<file path="config.mk">
export PLATFORM = sky130hd
export DESIGN_NAME = alarme_ctrl
export DESIGN_NICKNAME = d
export VERILOG_FILES = /design/src/rtl/alarme_ctrl.sv
export SDC_FILE = /design/constraint.sdc
export NUM_CORES = 1
export LEC_CHECK = 0
export CORE_UTILIZATION = 50
export DETAILED_ROUTE_END_ITERATION = 12
export DONT_BUFFER_PORTS = 1
export PLACE_DENSITY = 0.63
export RECOVER_POWER = 25
export SETUP_SLACK_MARGIN = 0.2
export SYNTH_ARGS = -nofsm -noshare
export SYNTH_HDL_FRONTEND = slang
export SYNTH_SLANG_ARGS = --single-unit
</file>
<file path="constraint.sdc">
create_clock -name clk -period 2.41 [get_ports clk]
set_clock_uncertainty 0.15 [all_clocks]
set_input_delay 0.241 -clock clk [delete_from_list [all_inputs] [get_ports clk]]
set_output_delay 0.241 -clock clk [all_outputs]
set_load 0.02 [all_outputs]
</file>
<file path="src/rtl/alarme_ctrl.sv">
// alarme_ctrl: arm/disarm sequencer with exit delay, entry delay and timed siren
module alarme_ctrl #(
  parameter int EXIT_CYCLES  = 16,
  parameter int ENTRY_CYCLES = 8,
  parameter int SIREN_CYCLES = 32,
  parameter int CNT_W        = 8
) (
  input  logic       clk,
  input  logic       rst_n,
  input  logic       arm,
  input  logic       disarm,
  input  logic       sensor_s,
  input  logic       porta,
  output logic       sirene,
  output logic       armado,
  output logic [2:0] estado,
  output logic [3:0] ocorrencias
);
  typedef enum logic [2:0] {
    DESARMADO = 3'd0,
    ARMANDO   = 3'd1,
    ARMADO    = 3'd2,
    ENTRADA   = 3'd3,
    DISPARADO = 3'd4
  } state_t;
  localparam logic [CNT_W-1:0] EXIT_LD  = CNT_W'(EXIT_CYCLES - 1);
  localparam logic [CNT_W-1:0] ENTRY_LD = CNT_W'(ENTRY_CYCLES - 1);
  localparam logic [CNT_W-1:0] SIREN_LD = CNT_W'(SIREN_CYCLES - 1);
  state_t state, nxt;
  logic [CNT_W-1:0] cnt, cnt_nxt;
  logic cnt_zero;
  assign cnt_zero = cnt == '0;
  // Next state and delay counter; disarm beats everything, unknown codes fall back to DESARMADO
  always_comb begin
    nxt     = DESARMADO;
    cnt_nxt = cnt;
    if (!disarm) begin
      case (state)
        DESARMADO: begin
          nxt     = arm ? ARMANDO : DESARMADO;
          cnt_nxt = arm ? EXIT_LD : cnt;
        end
        ARMANDO: begin
          nxt     = cnt_zero ? ARMADO : ARMANDO;
          cnt_nxt = cnt_zero ? cnt : cnt - 1'b1;
        end
        ARMADO: begin
          nxt     = sensor_s ? DISPARADO : porta ? ENTRADA : ARMADO;
          cnt_nxt = sensor_s ? SIREN_LD : porta ? ENTRY_LD : cnt;
        end
        ENTRADA: begin
          nxt     = (sensor_s || cnt_zero) ? DISPARADO : ENTRADA;
          cnt_nxt = (sensor_s || cnt_zero) ? SIREN_LD : cnt - 1'b1;
        end
        DISPARADO: begin
          nxt     = cnt_zero ? ARMADO : DISPARADO;
          cnt_nxt = cnt_zero ? cnt : cnt - 1'b1;
        end
        default: nxt = DESARMADO;
      endcase
    end
  end
  // State, counter and Moore outputs registered together from the next state
  always_ff @(posedge clk) begin
    if (!rst_n) begin
      state       <= DESARMADO;
      cnt         <= '0;
      estado      <= 3'd0;
      sirene      <= 1'b0;
      armado      <= 1'b0;
      ocorrencias <= 4'd0;
    end else begin
      state  <= nxt;
      cnt    <= cnt_nxt;
      estado <= nxt;
      sirene <= nxt == DISPARADO;
      armado <= nxt inside {ARMADO, ENTRADA, DISPARADO};
      if (nxt == DISPARADO && state != DISPARADO && ocorrencias != 4'd15)
        ocorrencias <= ocorrencias + 4'd1;
    end
  end
endmodule

</file>
**Word-level counts from Yosys, hierarchy flattened**

Index checks and enable logic that the tools add are counted.

- Register bits: 17
- Input port bits: 6
- Output and inout bits: 9
- Word-level logic and storage cells: 43

- Add/subtract/negate cells: 2
- Equal/unequal tests: 12
- Multiplexer cells: 14
- Bitwise operators: 1
- Reduce and logical (&&, ||, !) cells: 9

Operators with widths:

| cell | number |
|---|---|
| $mux 8 | 5 |
| $pmux 8 s4 | 1 |
| $pmux 3 s5 | 1 |
| $eq 3x2->1 const B | 4 |
| $mux 3 | 4 |
| $logic_not 8->1 | 1 |
| $sub 8x1->8 const B | 1 |
| $eq 3x3->1 const B | 2 |
| $ne 3x3->1 const B | 2 |
| $reduce_and 5->1 | 1 |
| $add 4x1->4 const B | 1 |
| $ne 2x2->1 const B | 2 |
| $ne 4x4->1 const B | 1 |
| $reduce_bool 4->1 | 1 |
| $eq 3x1->1 const B | 1 |
| $logic_not 3->1 | 1 |
| $reduce_bool 3->1 | 1 |
| $logic_and 1x1->1 | 2 |
| $mux 1 | 2 |
| $mux 2 | 1 |
| $reduce_or 2->1 | 1 |
| $logic_or 1x1->1 | 1 |
| $not 1->1 | 1 |

**Longest topological paths before layout**

- Depth in word-level cells: 8
- Mapped depth: 7
- Mapped depth without buffers: 6

**Worst setup path after synthesis**

OpenSTA, ideal clock, no wires.

- Path kind: reg2reg
- From: reg cnt[0]
- To: reg cnt[3]
- Library setup time: 79 ps
- Arrival time: 1973 ps
- Required time: 2181 ps
- Setup slack: 207 ps
- Cell stages (with the launch flop): 8
- Buffers on the path: 1
- Period minus slack after synthesis: 2203 ps
- Path through: dfxtp_1 > inv_1 > ha_1 > or4b_4 > or4_4 > buf_6 > and2_4 > a211oi_2

- Longest elaborated chain between the ends: 4
- Elaborated cells on any way between the ends: 8
- Classes of those cells: add/sub (1); eq/ne (1); mux (3); reduce/logical (3)

RTL lines:

| element | RTL line | RTL |
|---|---|---|
| start: declaration | 30 | `logic [CNT_W-1:0] cnt, cnt_nxt;` |
| start signal: assignment | 74 | `cnt <= cnt_nxt;` |
| branches (longest 4 deep; another with $sub 8x1->8) | - |  |

Parallel ways; which one is timed is not known. The select of a mux whose other input is x is not followed.
A chain may end at the register's enable or synchronous reset.

**Final worst setup path**

Ends and elaborated chain as after synthesis.

==> flow_summary_export.csv <==
group,metric,value,unit
critical_path,worstRegToRegCells,6,
synth,synth_top_family_by_area,"simple AND/OR/NAND/NOR gates",
timing,maxSlewViolCount,0,
min_path,worstHoldStart,"arm",
timing,setup_violations,0,
critical_path,cp_max_fo,7,
synth,synthAdderAreaFrac,3.440,%
placed_design,gp_congestion,0.8508,
pwr,ir_drop,250.1,uV
clocking,cts_buffers,3,
synth,synth_area_leaders,"dfxtp_1 31%, nor2_1 4.5%, ha_1 3.4%",
global_routing,antenna_found_initial,0,
route,vias_per_cell,6.247,
status,outcome,"completed",
timing,fin_crit,2.174,ns
synth,synthTopCellsByCount,"17 x dfxtp_1, 13 x nor2_1, 9 x nand2_1, 7 x a21oi_1",
global_routing,grtUsageTotal,22.39,%
global_routing,grt_max_degree,15,
critical_path,cp_slowest_stage_delay,0.58,ns
synth,synth_compound_area_share,25.46,%
placed_design,placedCellCount,160,
timing,worst_pin_slew,0.5493,ns
synth,synth_area_leader_cell,"dfxtp_1",
timing,hold_viol,0,
die,fp.dieW,48.71,um
clocking,clkTransAtPathRegs,0.10,ns
clocking,cts.sinks,17,
timing,worst_slack,0.2356,ns
cells_and_area,fin_nets,149,
synth,muxShareOfSynthArea,1.835,%
timing,fmax,459.9,MHz
synth,synth_seq_cells,17,
min_path,min_to,"state[0]",
synth,yosysMostFrequentCell,"dfxtp_1",
timing,finalSetupTns,0,ns
die,core.rowCount,16,
critical_path,critical_path_required,2.49,ns
synth,syn-instance-count,133,
flow_run,cap_violations,0,
global_routing,grt_pass1_wl,4181,um
critical_path,path_class,"register to register",
critical_path,crit_arrival,2.25,ns
critical_path,crit_buf_inv,1,
route,dr.first_iter.drc_count,29,
clocking,clock_latency,0.30,ns
pwr,p_per_area,495.7,nW/um2
critical_path,slowest_stage,"or4_4",
die,start_util,54.50,%
cells_and_area,drive_above_1_share,18.71,%
critical_path,r2r_slack,0.24,ns
die,coreArea,2002,um2
min_path,holdCritPathClass,"primary input to register",
synth,synth-main-ff-cell,"dfxtp_1",
cells_and_area,area_growth,10.44,%
route,wl,2468,um
die,dieArea,2373,um2
cells_and_area,fin_cells,166,
global_routing,grt_pass1_vias,945,
placed_design,preCtsSetupSlack,0.1501,ns
route,remaining_drc_errors,0,
critical_path,rr_endpoint,"cnt[3]",
placed_design,hpwl,1813,um
clocking,clock_tree.buffer_depth,2,
timing,finalCritPeriodShare,90.22,%
synth,post_synth_xor_area_fraction,1.606,%
critical_path,cp-start-kind,"register",
synth,syn_nets,142,
timing,rsz0062_at_grt,"true",
pwr,p_leak,0.4428,nW
route,vias,1037,
synth,synthArstFlopShare,0,%
critical_path,r2r-start,"cnt[0]",
synth,syn_avg_cell_area,8.203,um2
critical_path,cp_top_family,"simple AND/OR/NAND/NOR gates",
synth,ys_types,53,
synth,syn_area,1091,um2
die,ios,15,
timing,relSlewSlack,63.24,%
synth,yosys_warnings,0,
clocking,cts_tree,"done",
critical_path,crit_chain,"inv_2, ha_4, or4b_4, or4_4, and2_4, a211oi_2",
cells_and_area,fillers,189,
synth,ys_seq_area_share,31.19,%
cells_and_area,diodes,0,
clocking,htree_levels,1,
clocking,root_buffer,"clkbuf_4",
route,routedWlPerCell,14.87,um
synth,synth_top_area_share,31.19,%
die,die_y,48.71,um
min_path,whs_path_depth,2,
placed_design,io_buffers,0,
route,first_pass_iters,4,
route,drtAntennaViolNets,0,
global_routing,grt-ovfl-total,0,
synth,synth_edf_count,0,
cells_and_area,post-route-util,60.19,%
critical_path,worstSetupEndpointType,"register",
synth,synthSimpleGateAreaFrac,32.00,%
## timing repair
item                       4_1_cts  5_1_grt
gates cloned                     0        0
pin swaps                        1        4
hold buffers                     1        0
setup endpoints to repair        4        9
resized for setup                0        8
setup buffers                    0        1
hold endpoints to repair         3        0
## worst register-to-register path, cell delays in order, from the launching register on
cell and delay [ns]:
dfxtp_2 0.35, inv_2 0.08, ha_4 0.13, or4b_4 0.47
or4_4 0.58, and2_4 0.18, a211oi_2 0.15
## metrics by stage
step	hold slack (ns)	cell area, um2	power, mW
2_1_floorplan	0.3203	1091	0.4025
3_3_place_gp	0.2437	1140	0.4309
3_5_place_dp	0.2484	1140	0.4318
4_1_cts	0.02542	1176	0.5879
5_1_grt	0.03358	1205	0.6295
6_report	0.02482	1205	0.5973
## how the worst max path moves through the flow
stage	end	from	cells past startpoint	slack [ns]
floorplan	cnt[3]	cnt[0]	7	0.21
global placement	cnt[3]	cnt[0]	6	0.21
detailed placement	cnt[3]	cnt[0]	6	0.15
CTS	cnt[3]	cnt[0]	6	0.22
global route	cnt[3]	cnt[1]	6	0.19
finish	cnt[3]	cnt[0]	6	0.24
## logic make-up after synthesis
| group | count (synthesis) |
|---|---|
| multiplexers | 2 |
| flip-flops | 17 |
| XOR/XNOR | 2 |
| AO/OA/AOI/OAI | 39 |
| adder cells (fa/ha/maj) | 3 |
| AND/OR/NAND/NOR | 59 |
| buffers and inverters | 11 |
## sequential cells by signal, summed over array words and instances (netlist names)
name / count
armado: 1
sirene: 1
ocorrencias: 4
cnt: 8
state: 3
## metal layers
metal  global-route usage (%)  vias up  wire, um
li1                         -      523         -
met1                    31.04      484      1208
met2                    34.95       28      1105
met3                    4.088        2       126
met4                    7.353        0        27
met5                        0        -         0
## placed cells by master (no fill, tap or decap), drive strengths merged, types with 2 or more instances in the layout
cell     instances
a21oi            7
a211oi           4
o22ai            2
a2bb2oi          2
nand2b           5
nor4             2
nor2            13
o21ai            5
nor3b            2
ha               3
inv              5
a21o             2
a31oi            4
nor4b            2
buf              7
nand3            4
or4              3
or3              6
mux2i            2
nor3             4
nand2            9
clkbuf           4
dfxtp           17
## area by class of cell
type | count | area, um2 | share of cell area (%)
Clock buffer | 4 | 26.28 | 2.181
Inverter | 5 | 18.77 | 1.558
Multi-Input combinational cell | 105 | 720.7 | 59.81
Sequential cell | 17 | 342.8 | 28.45
Tap cell | 27 | 33.78 | 2.804
Timing Repair Buffer | 8 | 62.56 | 5.192
## report_power, final
part	internal [mW]	switching, mW	total, mW
clock	0.0645	0.0917	0.156
combinational	0.0629	0.0761	0.139
sequential	0.290	0.0120	0.302
total	0.417	0.180	0.597
No activity file was read; power rests on OpenSTA's default activity.
